File: config.mk
export PLATFORM = sky130hd
export DESIGN_NAME = fish_bite_timer
export DESIGN_NICKNAME = d
export VERILOG_FILES = /design/src/rtl/fishing_pkg.sv /design/src/rtl/tick_down_counter.sv /design/src/rtl/fish_bite_timer.sv
export SDC_FILE = /design/constraint.sdc
export NUM_CORES = 1
export LEC_CHECK = 0
export CORE_ASPECT_RATIO = 0.5
export CORE_MARGIN = 4
export CORE_UTILIZATION = 54
export CTS_BUF_LIST = sky130_fd_sc_hd__clkbuf_4
export DETAILED_ROUTE_END_ITERATION = 7
export PLACE_DENSITY = 0.95
export SYNTH_ARGS = -nofsm -noshare
export SYNTH_HDL_FRONTEND = slang
export SYNTH_SLANG_ARGS = --single-unit
File: constraint.sdc
create_clock -name CLK -period 3.6 [get_ports CLK]
set_clock_uncertainty 0.2 [all_clocks]
set_input_delay 0.72 -clock CLK [delete_from_list [all_inputs] [get_ports CLK]]
set_output_delay 0.72 -clock CLK [all_outputs]
set_load 0.05 [all_outputs]
File: src/rtl/fishing_pkg.sv
// Shared fishing-game types and constants: FSM state encoding and the
// common random/delay width used by the LFSR and its consumers.
package fishing_pkg;

  localparam int unsigned RND_W            = 16;
  localparam int unsigned WINDOW_TICKS_DEF = 250;

  typedef enum logic [1:0] {
    IDLE = 2'd0,
    WAIT = 2'd1,
    BITE = 2'd2
  } state_t;

endpackage

File: src/rtl/tick_down_counter.sv
// Loadable down-counter advanced by a time-base enable; floors at 1 and
// flags when it holds 1 so the owner can act on the final tick.
module tick_down_counter #(
  parameter int unsigned WIDTH = 16
) (
  input  logic             CLK,
  input  logic             RST,
  input  logic             clear,
  input  logic             load,
  input  logic [WIDTH-1:0] load_val,
  input  logic             en,
  output logic [WIDTH-1:0] count,
  output logic             at_one
);

  always_ff @(posedge CLK or negedge RST) begin
    if (!RST) begin
      count <= '0;
    end else if (clear) begin
      count <= '0;
    end else if (load) begin
      count <= load_val;
    end else if (en && (count > WIDTH'(1))) begin
      count <= count - WIDTH'(1);
    end
  end

  assign at_one = (count == WIDTH'(1));

endmodule

File: src/rtl/fish_bite_timer.sv
// Cast/bite/reel timer: captures an LFSR delay on cast, counts it down on
// ticks, opens a fixed bite window and resolves one outcome pulse per cast.
module fish_bite_timer
  import fishing_pkg::*;
#(
  parameter int unsigned WIDTH        = RND_W,
  parameter int unsigned WINDOW_TICKS = WINDOW_TICKS_DEF
) (
  input  logic             CLK,
  input  logic             RST,
  input  logic             cast,
  input  logic             reel,
  input  logic             tick,
  input  logic [WIDTH-1:0] rnd,
  output logic             rnd_run,
  output logic             waiting,
  output logic             bite,
  output logic             caught,
  output logic             missed,
  output logic             spooked,
  output logic [WIDTH-1:0] ticks_left
);

  state_t           state_q, state_d;
  logic             cnt_clear, cnt_load, cnt_en, cnt_at_one;
  logic [WIDTH-1:0] cnt_load_val;
  logic             run_d, caught_d, missed_d, spooked_d;

  tick_down_counter #(.WIDTH(WIDTH)) u_cnt (
    .CLK      (CLK),
    .RST      (RST),
    .clear    (cnt_clear),
    .load     (cnt_load),
    .load_val (cnt_load_val),
    .en       (cnt_en),
    .count    (ticks_left),
    .at_one   (cnt_at_one)
  );

  always_ff @(posedge CLK or negedge RST) begin
    if (!RST) begin
      state_q <= IDLE;
      rnd_run <= 1'b0;
      caught  <= 1'b0;
      missed  <= 1'b0;
      spooked <= 1'b0;
    end else begin
      state_q <= state_d;
      rnd_run <= run_d;
      caught  <= caught_d;
      missed  <= missed_d;
      spooked <= spooked_d;
    end
  end

  // Reel is checked before the final tick in both phases so it always wins.
  always_comb begin
    state_d      = state_q;
    cnt_clear    = 1'b0;
    cnt_load     = 1'b0;
    cnt_en       = 1'b0;
    cnt_load_val = '0;
    run_d        = 1'b0;
    caught_d     = 1'b0;
    missed_d     = 1'b0;
    spooked_d    = 1'b0;
    unique case (state_q)
      IDLE: begin
        if (cast) begin
          state_d      = WAIT;
          cnt_load     = 1'b1;
          cnt_load_val = (rnd == '0) ? WIDTH'(1) : rnd;
          run_d        = 1'b1;
        end
      end
      WAIT: begin
        if (reel) begin
          state_d   = IDLE;
          cnt_clear = 1'b1;
          spooked_d = 1'b1;
        end else if (tick && cnt_at_one) begin
          state_d      = BITE;
          cnt_load     = 1'b1;
          cnt_load_val = WIDTH'(WINDOW_TICKS);
        end else begin
          cnt_en = tick;
        end
      end
      BITE: begin
        if (reel) begin
          state_d   = IDLE;
          cnt_clear = 1'b1;
          caught_d  = 1'b1;
        end else if (tick && cnt_at_one) begin
          state_d   = IDLE;
          cnt_clear = 1'b1;
          missed_d  = 1'b1;
        end else begin
          cnt_en = tick;
        end
      end
      default: begin
        state_d   = IDLE;
        cnt_clear = 1'b1;
      end
    endcase
  end

  assign waiting = (state_q == WAIT);
  assign bite    = (state_q == BITE);

endmodule
==> metrics.txt <==
period utilization 93.8%; initial core utilization 58.9%; Fill cells 194; FF-to-FF End u_cnt.count[13]; hold path cells 2; Setup crit end kind flop; dpl hpwl 3840 µm; R2R depth 5; Setup TNS 0 ns; Max VDD drop 0.545 mV; clock network fraction of design power 10.6%; synth warn 0; worst path cell trace nor4_1, nand4_1, o21ai_1, nand2_1, o2111a_1; min-delay src state_q[0]; Max Freq 0.296 GHz; CTS Root Buffer Type clkbuf_4; Routed Antenna Nets 0; CTS clk-pin slew, worst paths 0.14 ns; Area after DPL 2020 µm²; internal power 866 µW; CTS Sinks 22; nets@finish 255; post-route cell area 2070 µm²; max cap viols 0; post-cts gate resize count 0; Netlist cell types 51; CP max stage delay 0.84 ns; Slew Viols, Final 0; gr usage total 26.7%; Final Hold Fails 0; Remaining DRCs 0; H-Tree Depth 1; DR WL/cell 19.6 µm; area grow syn2layout 30.1%; CTS max path bufs 2; power share of the combinational group 63.9%; Final setup viols 0; initial antenna violation count 0; Post-CTS Repair Setup Buffers 0; first-pass GRT wire length 8010 µm; Vias per Instance 6.88; top fanout value on the critical path 12; DR vias 1816; status completed; Hold/Removal Path Class reg -> reg; Post-Synth Adder-Cell Area 4.72%; compound-gate portion of the synthesized area 26.4%; vias in the first global route 1620; max_slew headroom 29.7%; Post-Route WL 5180 µm; GPL Wtd Cong 0.940; RSZ-0062 raised after global routing false; xor and xnor fraction of the mapped netlist area 2.20%; Worst-Skew Late Latency 0.34 ns; data required time at the worst endpoint 3.64 ns; core area 2700 µm²; Hold EP state_q[0]; sw frac 53.7%; pwr/cell area 904 nW/µm²; Post-synth EDFFs 0; Worst Path Class, Setup reg -> reg; post-layout util 76.6%; # diodes 0; Worst path slowest cell o21ai_1; switching power 1000 µW; Seq pwr share 25.6%; post-synthesis cell count 190; Post-Syn Area 1590 µm²; FF+latch count, synth 22; Rows 13; cell family with most CP delay simple AND/OR/NAND/NOR gates; Num CTS Buffers 3; Synth Area in Simple Gates 26.2%; Initial DRT Pass Iterations 5; flop2flop setup slack 0.22 ns; Syn Nets 217; Die Span Y 46.4 µm; WP buf/inv 0; Die ar. 3930 µm²; largest net degree at the start of global routing 23; Worst Tran Pin Value 1.05 ns; Seq/Total Area, Yosys 34.6%; minimum clock period after layout 3.38 ns; RR Startpoint u_cnt.count[6]; Synth Flop Type dfrtp_1; Mean Syn Cell Area 8.37 µm²; share of cells above drive strength 1 5.73%; ys async rst share 100%; mux cell area share after synthesis 0%; Leak 0.000834 µW; Die X-Extent 84.7 µm; CTS tree yes; DR iter-0 viols 268; # IOs 43; worst path arrival time 3.41 ns; IO Port Bufs 42; largest family of logic cells by synthesized area compound AO/OA/AOI/OAI gates; GRT overflow 0; CP Launch Type flop; hold_buf cts 0
[area by class of cell]
| cell class | instances | area [µm²] | area share (%) |
|---|---|---|---|
| multi-input combinational | 148 | 946 | 45.7 |
| sequential | 22 | 551 | 26.6 |
| timing repair buffer | 45 | 443 | 21.4 |
| tap | 37 | 46.3 | 2.24 |
| clock inverter | 1 | 30.0 | 1.45 |
| inverter | 8 | 30.0 | 1.45 |
| clock buffer | 3 | 22.5 | 1.09 |
[power groups by stage]
stage	clock, µW	sequential (µW)	combinational (µW)
after CTS	196	468	1170
final	198	478	1190
after floorplan	0	702	582
after global routing	204	486	1260
after global placement	0	467	1140
after detailed placement	0	474	1160
[synth_stat cells (all sizes together) (6+ instances only)]
master / n / area (µm²)
a21oi: 16 / 80.1
clkbuf: 8 / 31.3
dfrtp: 22 / 551
ha: 6 / 75.1
inv: 7 / 26.3
nand2: 11 / 41.3
nand3: 6 / 30.0
nor2: 16 / 60.1
nor3: 10 / 50.1
nor4: 11 / 68.8
o21ai: 7 / 35.0
[metrics by stage]
step	std cells	hold WS (ns)	setup slack [ns]	power, µW
CTS	264	0.431	0.477	1840
global placement	260	0.377	0.666	1600
finish	264	0.425	0.223	1870
floorplan	190	0.224	0.930	1280
detailed placement	260	0.403	0.510	1630
global route	264	0.476	0.103	1950
[layer usage]
layer / GRT usage, % / wire, µm / vias up
met5: 0 / 0 / -
li1: - / - / 802
met4: 8.83 / 101 / 0
met2: 42.5 / 2310 / 155
met1: 34.6 / 2060 / 837
met3: 9.46 / 717 / 22
[logic make-up (layout without fill, tap and decap cells)]
logic type	Yosys count	count (layout)
XOR/XNOR	4	4
flip-flops	22	22
adder cells (fa/ha/maj)	6	6
buffers and inverters	20	57
AND/OR/NAND/NOR	76	76
AO/OA/AOI/OAI	62	62
[layout by cell type, fill, tap and decap left out, types with 5 or more instances in the layout]
cell type,n
dfrtp_1,22
a21oi_1,16
o31ai_1,5
inv_1,7
a31oi_1,5
ha_1,6
nor2_1,16
nand2_1,11
nor4_1,11
nor3_1,10
o22ai_1,5
clkdlybuf4s50_1,42
nand3_1,6
[worst register-to-register path: stages (launching register included)]
cell and delay [ns]:
dfrtp_1 0.48, nor4_1 0.79, nand4_1 0.34, o21ai_1 0.84, nand2_1 0.30, o2111a_1 0.33
[state kept, by name (all words and copies together), names as in the netlist]
signal,flops
missed,1
spooked,1
rnd_run,1
state_q,2
u_cnt.count,16
caught,1
[how the worst max path moves through the flow]
stage,startpoint,endpoint,slack [ns],depth (start not counted)
3_3_place_gp,tick,u_cnt.count[14],0.67,7
3_5_place_dp,tick,u_cnt.count[3],0.51,6
5_1_grt,u_cnt.count[4],u_cnt.count[13],0.10,5
2_1_floorplan,u_cnt.count[4],u_cnt.count[14],0.93,7
4_1_cts,u_cnt.count[6],u_cnt.count[13],0.48,5
6_report,u_cnt.count[6],u_cnt.count[13],0.22,5
(Power assumes the default switching activity.)
